### config.mk
export PLATFORM = sky130hd
export DESIGN_NAME = pcs_scrambler
export DESIGN_NICKNAME = d
export VERILOG_FILES = /design/src/rtl/pcs_scrambler.sv
export SDC_FILE = /design/constraint.sdc
export NUM_CORES = 1
export LEC_CHECK = 0
export ABC_AREA = 1
export CORE_UTILIZATION = 61
export DETAILED_ROUTE_END_ITERATION = 7
export PLACE_DENSITY = 0.95
export SLEW_MARGIN = 0
export SYNTH_ARGS = -nofsm -noshare
export SYNTH_HDL_FRONTEND = slang
export SYNTH_SLANG_ARGS = --single-unit
### constraint.sdc
create_clock -name i_clk -period 7.55 [get_ports i_clk]
set_input_delay 1.1325 -clock i_clk [delete_from_list [all_inputs] [get_ports i_clk]]
set_output_delay 1.1325 -clock i_clk [all_outputs]
set_load 0.02 [all_outputs]
### src/rtl/pcs_scrambler.sv
// 10GBASE-R 64b/66b transmit scrambler (x^58 + x^39 + 1) with a 2-entry skid buffer.
// Optional header check enabled by defining SCRAMBLER_HDR_CHECK_EN.
module pcs_scrambler #(
    parameter int unsigned DATA_WIDTH = 32,
    parameter int unsigned HDR_WIDTH  = 2
) (
    input  logic                  i_clk,
    input  logic                  i_reset,
    input  logic                  i_encoded_data_valid,
    input  logic [DATA_WIDTH-1:0] i_encoded_data,
    input  logic [HDR_WIDTH-1:0]  i_sync_hdr,
    output logic                  o_scrambler_trdy,
    input  logic                  i_gearbox_trdy,
    output logic                  o_scrambled_data_valid,
    output logic [DATA_WIDTH-1:0] o_scrambled_data,
    output logic [HDR_WIDTH-1:0]  o_sync_hdr,
    output logic                  o_block_start,
    output logic                  o_hdr_err
);

    localparam int unsigned LFSR_W = 58;
    localparam int unsigned TAP_A  = 38;
    localparam int unsigned TAP_B  = 57;

    logic [LFSR_W-1:0]     lfsr_q;
    logic [LFSR_W-1:0]     lfsr_nxt_c;
    logic [DATA_WIDTH-1:0] scr_c;
    logic                  phase_q;
    logic [HDR_WIDTH-1:0]  hdr_q;
    logic                  trdy_q;

    logic                  out_valid_q;
    logic [DATA_WIDTH-1:0] out_data_q;
    logic [HDR_WIDTH-1:0]  out_hdr_q;
    logic                  out_start_q;

    logic                  skid_valid_q;
    logic [DATA_WIDTH-1:0] skid_data_q;
    logic [HDR_WIDTH-1:0]  skid_hdr_q;
    logic                  skid_start_q;

    logic                  accept_c;
    logic                  xfer_c;
    logic                  out_free_c;
    logic                  load_out_skid_c;
    logic                  load_out_new_c;
    logic                  load_skid_c;
    logic                  out_valid_d_c;
    logic                  skid_valid_d_c;
    logic [HDR_WIDTH-1:0]  beat_hdr_c;
    logic                  beat_start_c;

    // Bit-serial scrambler unrolled across the beat, bit 0 first.
    always_comb begin : scramble
        logic [LFSR_W-1:0] s;
        s     = lfsr_q;
        scr_c = '0;
        for (int i = 0; i < int'(DATA_WIDTH); i++) begin
            scr_c[i] = i_encoded_data[i] ^ s[TAP_A] ^ s[TAP_B];
            s        = {s[LFSR_W-2:0], scr_c[i]};
        end
        lfsr_nxt_c = s;
    end

    assign accept_c     = i_encoded_data_valid && trdy_q;
    assign xfer_c       = out_valid_q && i_gearbox_trdy;
    assign beat_hdr_c   = phase_q ? hdr_q : i_sync_hdr;
    assign beat_start_c = !phase_q;

    // Skid steering: the output register always holds the oldest beat.
    always_comb begin
        out_free_c      = !out_valid_q || xfer_c;
        load_out_skid_c = out_free_c && skid_valid_q;
        load_out_new_c  = out_free_c && !skid_valid_q && accept_c;
        load_skid_c     = accept_c && !load_out_new_c;
        out_valid_d_c   = load_out_skid_c || load_out_new_c || (out_valid_q && !xfer_c);
        skid_valid_d_c  = load_skid_c || (skid_valid_q && !load_out_skid_c);
    end

    always_ff @(posedge i_clk or posedge i_reset) begin
        if (i_reset) begin
            lfsr_q  <= '1;
            phase_q <= 1'b0;
            hdr_q   <= '0;
        end else if (accept_c) begin
            lfsr_q  <= lfsr_nxt_c;
            phase_q <= !phase_q;
            if (!phase_q) begin
                hdr_q <= i_sync_hdr;
            end
        end
    end

    always_ff @(posedge i_clk or posedge i_reset) begin
        if (i_reset) begin
            trdy_q       <= 1'b0;
            out_valid_q  <= 1'b0;
            out_data_q   <= '0;
            out_hdr_q    <= '0;
            out_start_q  <= 1'b0;
            skid_valid_q <= 1'b0;
            skid_data_q  <= '0;
            skid_hdr_q   <= '0;
            skid_start_q <= 1'b0;
        end else begin
            trdy_q       <= !skid_valid_d_c;
            out_valid_q  <= out_valid_d_c;
            skid_valid_q <= skid_valid_d_c;
            if (load_out_skid_c) begin
                out_data_q  <= skid_data_q;
                out_hdr_q   <= skid_hdr_q;
                out_start_q <= skid_start_q;
            end else if (load_out_new_c) begin
                out_data_q  <= scr_c;
                out_hdr_q   <= beat_hdr_c;
                out_start_q <= beat_start_c;
            end
            if (load_skid_c) begin
                skid_data_q  <= scr_c;
                skid_hdr_q   <= beat_hdr_c;
                skid_start_q <= beat_start_c;
            end
        end
    end

`ifdef SCRAMBLER_HDR_CHECK_EN
    logic beat_err_c;
    logic out_err_q;
    logic skid_err_q;

    // 00/11 are not legal 64b/66b sync headers; flag travels with the first beat.
    assign beat_err_c = !phase_q && ((i_sync_hdr == '0) || (i_sync_hdr == '1));

    always_ff @(posedge i_clk or posedge i_reset) begin
        if (i_reset) begin
            out_err_q  <= 1'b0;
            skid_err_q <= 1'b0;
        end else begin
            if (load_out_skid_c) begin
                out_err_q <= skid_err_q;
            end else if (load_out_new_c) begin
                out_err_q <= beat_err_c;
            end
            if (load_skid_c) begin
                skid_err_q <= beat_err_c;
            end
        end
    end

    assign o_hdr_err = out_err_q;
`else
    assign o_hdr_err = 1'b0;
`endif

    assign o_scrambler_trdy       = trdy_q;
    assign o_scrambled_data_valid = out_valid_q;
    assign o_scrambled_data       = out_data_q;
    assign o_sync_hdr             = out_hdr_q;
    assign o_block_start          = out_start_q;

endmodule

# Word-level counts from Yosys, hierarchy flattened
# Cells that the tools add are included.
# word_totals
elab_cells	103
inputBits	38
out_inout_bits	38
ff_bits	134
# op_classes
n_reduce_logical	20
n_mux	7
bitwise	64
# ops
cell	n
$mux 32	2
$xor 1x1->1	64
$logic_and 1x1->1	8
$logic_not 1->1	7
$mux 2	3
$logic_or 1x1->1	4
$mux 1	2
$reduce_bool 2->1	1

# Logic depth before layout (Yosys ltp)
# Gate-level depths: netlist of the first run.
# depth
ltp_word	8
ltp_mapped	8
ltp_nobuf	7

# Worst setup path before layout of the first run
# Ideal clock, no wire load.
# synth_timing
path_kind	input port to flip-flop
startpoint	input port i_encoded_data_valid
endpoint	register out_data_q[31] (netlist: o_scrambled_data[31])
setup_ps	117
required_time_ps	7433
n_path_buf	2
cell_stages	8
setup_slack_ps	5602
arrival_ps	1831
cell_sequence	nand2_1 -> buf_6 -> nand2_1 -> nand2_2 -> buf_2 -> a21oi_1 -> nand2_1 -> nand2_1
# synth_via
elab_chain_cells	3
# synth_rtl
item	line_no	rtl
start, declared	9	input logic i_encoded_data_valid,
$logic_and 1x1->1	65	assign accept_c = i_encoded_data_valid && trdy_q;
$logic_and 1x1->1	74	load_out_new_c = out_free_c && !skid_valid_q && accept_c;
$reduce_bool 2->1 (no line)	n/a	
end signal, assigned	110	out_data_q <= skid_data_q;
end signal, assigned	114	out_data_q <= scr_c;
end, declared	33	logic [DATA_WIDTH-1:0] out_data_q;
# No other way between the ends.
# A chain may end at the register's enable or synchronous reset.

# Worst setup path in the final report of the first run
# layout_timing
startpoint	input port i_encoded_data_valid
endpoint	register out_data_q[14] (netlist: o_scrambled_data[14])
# Same word-level chain as after synthesis.

==> reports/qor.csv, run 1 <==
metric;value;unit
Crit path largest cell delay;0.53;ns
Slew Viols, Final;0;
critical path type;primary input to flip-flop;
FF/Latch Area;3430;sq um
Hold Crit Class;flip-flop to flip-flop;
routed wire length;17300;um
row count;37;
layout overhead on the synthesized area;19.5;%
clock latency on the worst-skew pair;0.54;ns
# DRC;0;
average via count per standard cell;5.55;
slowest stage cell, crit path;buf_4;
# port buffers;74;
Critical Path RT;7.98;ns
DR iter-0 viols;626;
initial core utilization;63.4;%
fill count;654;
f_max;0.333;GHz
Die Y;106;um
routed wire length per instance;15.9;um
# clock sinks;134;
Detailed Place HPWL;10600;um
most frequent CP cell;nand2_1;
post-layout min period;3.00;ns
final count of negative-setup-slack endpoints;0;
crit path capture type;flip-flop;
Hold Crit Start;o_scrambled_data[7];
clk slew on worst S/H paths;0.06;ns
footprint of the multi-input gates;2420;sq um
Leak Pwr;4.03;nW
synthesized instance count;878;
CP Data Arrival Time;3.43;ns
status;finished, final reports clean;
Die ar.;11200;sq um
r2r endpoint;o_scrambled_data[14];
post-synth cell types;17;
Synth area leaders;dfrtp_1 (29%), dfstp_2 (23%), nand2_1 (21%);
number of global-route vias before repair;6080;
RSZ-0062 raised after global routing;no;
Power per Cell Area;477;nW/um^2
Ys Warns;0;
gp weighted congestion;0.812;
top cell type's share of synthesized area;28.9;%
average cell area after synthesis;7.48;sq um
worst-path fanout max;56;
Final Hold Viols;0;
Hold-fix buffers, CTS;0;
Die Span X;106;um
Max Cap Violations;0;
IO Pins;76;
TritonCTS buffer count;17;
Via Count;6045;
Slew headroom;29.4;%
postcts setup bufs;0;
post-synthesis sequential area ratio;52.1;%
drt first pass iters;5;
Yosys top cell by area;dfrtp_1;
antenna viol nets, final;0;
first-pass GRT wire length;28000;um
beginning of the critical path;i_encoded_data_valid;
total gr overflow;0;
RR Startpoint;o_scrambler_trdy;
core area;10400;sq um
clock root buffer;clkbuf_8;
Overall Global Routing Usage;32.6;%
Worst R2R Path Depth;8;
CP Cell Sequence;clkdlybuf4s50_1, nand2_1, buf_4, nand2_1, nand2_2, buf_4, a21oi_1, nand2_1, nand2_1;
peak supply drop;311;uV
Setup crit start kind;primary input;
Synth Cell Area;6570;sq um
R2R setup slack;5.19;ns
Post-CTS Resized;0;
Synth Net Count;916;
CTS tree;yes;
largest net degree at the start of global routing;71;
worst hold slack;0.480;ns
post-route clock period utilization;39.8;%
Hold Path Cell Cnt;2;
Synth Register Bits;134;
measured slew at the worst slew-check pin;1.06;ns
CTS max path bufs;2;
ANT cells;0;
skew final;0.00745;ns
nets;979;
layout cells sized above 1;10.8;%
H-tree depth;4;
TNS Setup;0;ns
initial antenna violation count;0;
Hold EP;o_scrambled_data[7];
power breakdown:
part,switching [mW],total [mW],internal (mW)
Sequential,0.212,1.37,1.16
Clock,0.335,0.773,0.439
Combinational,1.04,1.60,0.554
worst max path at each step:
stage                      endpoint  slack [ns]  cells past startpoint
2_1_floorplan              hdr_q[0]        2.93                      1
3_5_place_dp   o_scrambled_data[30]        4.10                      9
3_3_place_gp    o_scrambled_data[5]        4.23                      9
6_report       o_scrambled_data[14]        4.55                      9
4_1_cts        o_scrambled_data[25]        4.63                      9
5_1_grt        o_scrambled_data[25]        4.39                      9
per-stage QoR:
stage	utilization [%]	area (sq um)	std cells	worst slack, ns	power [mW]
after floorplan	-	6570	878	2.93	2.42
after global placement	70.5	7310	1058	4.23	2.82
after detailed placement	70.5	7310	1058	4.10	2.90
after CTS	75.7	7850	1090	4.63	3.72
after global routing	75.7	7850	1090	4.39	3.99
final	75.7	7850	1090	4.55	3.75
cells by family (layout without fill, tap and decap cells):
family                 Yosys count  after routing  synth area share [%]
AO/OA/AOI/OAI                  131            131                  10.2
buffers and inverters          171            247                  11.0
flip-flops                     134            134                  52.1
other                            1              1                0.0571
AND/OR/NAND/NOR                441            441                  26.6
Yosys cell counts:
cell / n
nand2_1: 371
buf_6: 7
clkbuf_1: 11
dfrtp_1: 76
a21oi_1: 32
buf_2: 14
buf_4: 3
inv_2: 3
nand2_2: 3
o21ai_0: 68
dfstp_2: 58
nand3_1: 67
conb_1: 1
a21oi_4: 1
inv_1: 133
o21ai_2: 1
o21ai_1: 29
per-layer routing:
metal,GRT usage (%),routed length (um),share of wire [%],up-vias
li1,-,-,-,2828
met1,39.8,6520,38,2816
met2,53.8,8740,51,332
met3,8.04,1400,8.1,69
met4,16.6,628,3.6,0
met5,0,0,0,-
worst max-delay path: cells and delay by family:
kind            cells  cell delay, ns
buf+inv             3            1.40
compound gates      1            0.14
simple gates        5            0.74
sequential cells by signal, indices dropped and copies added, names as in the netlist, 2 cells and up:
name	cells
hdr_q	2
skid_hdr_q	2
o_scrambled_data	32
o_sync_hdr	2
lfsr_q	58
skid_data_q	32
final cells by class:
cell class	count	share of cell area [%]
clock buffer	18	5.32
clock inverter	14	1.62
inverter	136	6.53
multi-input combinational	573	30.8
sequential	134	43.6
tap	136	2.17
timing repair buffer	79	9.91
placed cells by master (no fill, tap or decap):
master           instances
a21oi_1                 32
clkbuf_8                 1
clkinv_2                 3
bufinv_16                1
dfstp_2                 58
nand3_1                 67
nand2_1                371
o21ai_1                 29
nand2_2                  3
o21ai_0                 68
clkbuf_16               16
inv_6                    3
inv_2                    3
clkdlybuf4s50_1         74
a21oi_4                  1
inv_4                    1
inv_1                  132
dfrtp_1                 76
clkinv_4                 3
clkbuf_1                 1
o21ai_2                  1
clkinvlp_4               4
conb_1                   1
buf_4                    5
(Power assumes the default switching activity.)
==> run 2, diff against run 1 <==
--- a/config.mk
+++ b/config.mk
@@ -6,9 +6,9 @@
 export NUM_CORES = 1
 export LEC_CHECK = 0
 export ABC_AREA = 1
-export CORE_UTILIZATION = 61
+export CORE_UTILIZATION = 51
 export DETAILED_ROUTE_END_ITERATION = 7
-export PLACE_DENSITY = 0.95
+export PLACE_DENSITY = 0.86
 export SLEW_MARGIN = 0
 export SYNTH_ARGS = -nofsm -noshare
 export SYNTH_HDL_FRONTEND = slang
==> constraint.sdc (replaced) <==
create_clock -name i_clk -period 2.5 [get_ports i_clk]
set_input_delay 0.375 -clock i_clk [delete_from_list [all_inputs] [get_ports i_clk]]
set_output_delay 0.375 -clock i_clk [all_outputs]
set_load 0.02 [all_outputs]
==> run 2 against run 1 <==
  * The run now ends with DRC left
  * Hold slack worse by 0.19 ns
  * Count of clock-buffer cells in the layout is 9 higher
  * Flip-flop and latch count stayed put
  * Via count is 4.0% lower
  * Sequential power grew to 3.0 times the previous value
  * Cell count is 3.8% higher
  * Sequential share of layout area is 0.91 points lower
  * Setup slack worse by 3.9 ns
  * Clock skew is 0.0012 ns lower
  * Combinational power grew to 3.0 times the previous value
  * Critical path depth is 8 lower
  * Routed wire length is 4.2% lower
  * Critical path type is now flip-flop to output pin
  * Largest cell class unchanged
==> reports/qor.csv, run 2 (synthesis results as in run 1) <==
metric;value;unit;change
skew final;0.00623;ns;was 0.00745 ns
# DRC;2;;was 0
Buf+Inv Stages, Crit Path;1;;was 3
clock latency on the worst-skew pair;0.42;ns;was 0.54 ns
largest net degree at the start of global routing;68;;was 71
CP Cell Sequence;clkdlybuf4s50_1;;was clkdlybuf4s50_1, nand2_1, buf_4, nand2_1, nand2_2, buf_4, a21oi_1, nand2_1, nand2_1
initial antenna violation count;0;;unchanged
# port buffers;74;;unchanged
IO Pins;76;;unchanged
most frequent cells in the layout;nand2_1 (371), inv_1 (132), dfrtp_1 (76);;unchanged
final setup margin;0.632;ns;was 4.55 ns
clk slew on worst S/H paths;0.05;ns;was 0.06 ns
drt first pass iters;8;;was 5
post-layout min period;1.87;ns;
worst-path fanout max;2;;was 56
final count of negative-setup-slack endpoints;0;;unchanged
total gr overflow;0;;unchanged
core area;12600;sq um;was 10400 sq um
postcts setup bufs;0;;unchanged
clock root buffer;clkbuf_16;;was clkbuf_8
slowest stage cell, crit path;clkdlybuf4s50_1;;was buf_4
commonest non-fill, non-tap cell in the layout;nand2_1;;unchanged
H-tree depth;4;;unchanged
peak supply drop;568;uV;was 311 uV
Hold Crit Class;primary input to async pin;;was flip-flop to flip-flop
Design Area, Final;8020;sq um;was 7850 sq um
met3 WL;1050;um;was 1400 um
CTS max path bufs;2;;unchanged
average via count per standard cell;5.13;;was 5.55
Slew Viols, Final;0;;unchanged
Final Core Density;63.8;%;was 75.7%
Non-Filler Instances;1131;;was 1090
fill count;1029;;was 654
routed wire length;16600;um;was 17300 um
Crit path largest cell delay;0.64;ns;was 0.53 ns
Die Y;116;um;was 106 um
pre-CTS WS;0.662;ns;was 4.10 ns
nets;985;;was 979
first-pass GRT wire length;27200;um;was 28000 um
CP Data Arrival Time;1.49;ns;was 3.43 ns
critical path type;flip-flop to output pin;;was primary input to flip-flop
layout cells sized above 1;10.8;%;about the same
f_max;0.535;GHz;
routed wire length per instance;14.6;um;was 15.9 um
Via Count;5805;;was 6045
initial core utilization;52.3;%;was 63.4%
post-route clock period utilization;74.7;%;
TNS Setup;0;ns;unchanged
Critical Path RT;2.12;ns;was 7.98 ns
gp weighted congestion;0.856;;was 0.812
DR WL met2;8180;um;was 8740 um
Die Span X;116;um;was 106 um
DR top layer;met4;;unchanged
Slew headroom;54.2;%;was 29.4%
row count;41;;was 37
Overall Global Routing Usage;26.8;%;was 32.6%
max FFs per register;58;;unchanged
Max Cap Violations;0;;unchanged
largest register by flop count;lfsr_q;;unchanged
CTS tree;yes;;unchanged
placed cell area;7490;sq um;was 7310 sq um
TritonCTS buffer count;17;;unchanged
Detailed Place HPWL;11000;um;was 10600 um
number of global-route vias before repair;5679;;was 6080
layout overhead on the synthesized area;22.1;%;was 19.5%
Setup crit start kind;flip-flop;;was primary input
DR iter-0 viols;420;;was 626
Final Hold Viols;0;;unchanged
crit path capture type;output pin;;was flip-flop
Die ar.;13300;sq um;was 11200 sq um
dpl cells;1100;;was 1058
RSZ-0062 raised after global routing;no;;unchanged
status;complete, but fails checks;;was finished, final reports clean
measured slew at the worst slew-check pin;0.687;ns;was 1.06 ns
Power per Cell Area;1400;nW/um^2;was 477 nW/um^2
Post-CTS Resized;0;;unchanged
wire length on met1;6850;um;was 6520 um
Leak Pwr;4.10;nW;was 4.03 nW
CP top delay family;buffers and inverters;;unchanged
# clock sinks;134;;unchanged
failing checks;DRC;;
Hold-fix buffers, CTS;0;;unchanged
ANT cells;0;;unchanged
antenna viol nets, final;0;;unchanged
run 2: cell count changes in the layout (fill, tap and decap cells not counted), moves of 3 or more:
cell / change
clkinv_4: -3
clkbuf_8: +4
buf_12: +7
clkinvlp_4: -3
clkbuf_1: +4
inv_6: -3
run 2: final timing paths:
check	from	to	slack, ns	depth (start not counted)
max	o_scrambled_data[25]	o_scrambled_data[25]	0.63	1
min	i_reset	skid_data_q[18]	0.29	2
max reg2reg	skid_valid_q	skid_hdr_q[1]	0.65	6
min reg2reg	hdr_q[1]	hdr_q[1]	0.48	2
max in group asynchronous	i_reset	lfsr_q[15]	1.55	3
min in group i_clk	hdr_q[1]	hdr_q[1]	0.48	2
run 2: through the flow:
stage               hold slack, ns  power [mW]
finish                       0.288        11.3
global route                 0.302        12.1
CTS                          0.286        11.3
detailed placement           0.467        8.92
global placement             0.462        8.71
floorplan                    0.448        7.30
run 2: cell type report:
| class | count | area (sq um) | area share (%) |
|---|---|---|---|
| well taps | 172 | 215 | 2.68 |
| clock inverters | 4 | 20.0 | 0.250 |
| multi-input cells | 573 | 2420 | 30.2 |
| clock buffers | 27 | 513 | 6.40 |
| repair buffers | 85 | 911 | 11.4 |
| flip-flops and latches | 134 | 3430 | 42.7 |
| inverters | 136 | 514 | 6.41 |
run 2: routing by layer:
layer	track usage [%]	vias up
li1	-	2830
met1	33.0	2724
met2	45.9	210
met3	5.54	41
met4	11.7	0
met5	0	-
run 2: report_power, final:
| part | internal [mW] | switching [mW] | leakage, nW | total (mW) |
|---|---|---|---|---|
| clock network | 1.39 | 0.884 | 0.267 | 2.27 |
| registers | 3.51 | 0.649 | 1.55 | 4.16 |
| logic | 1.77 | 3.07 | 2.28 | 4.84 |
| total | 6.66 | 4.60 | 4.10 | 11.3 |
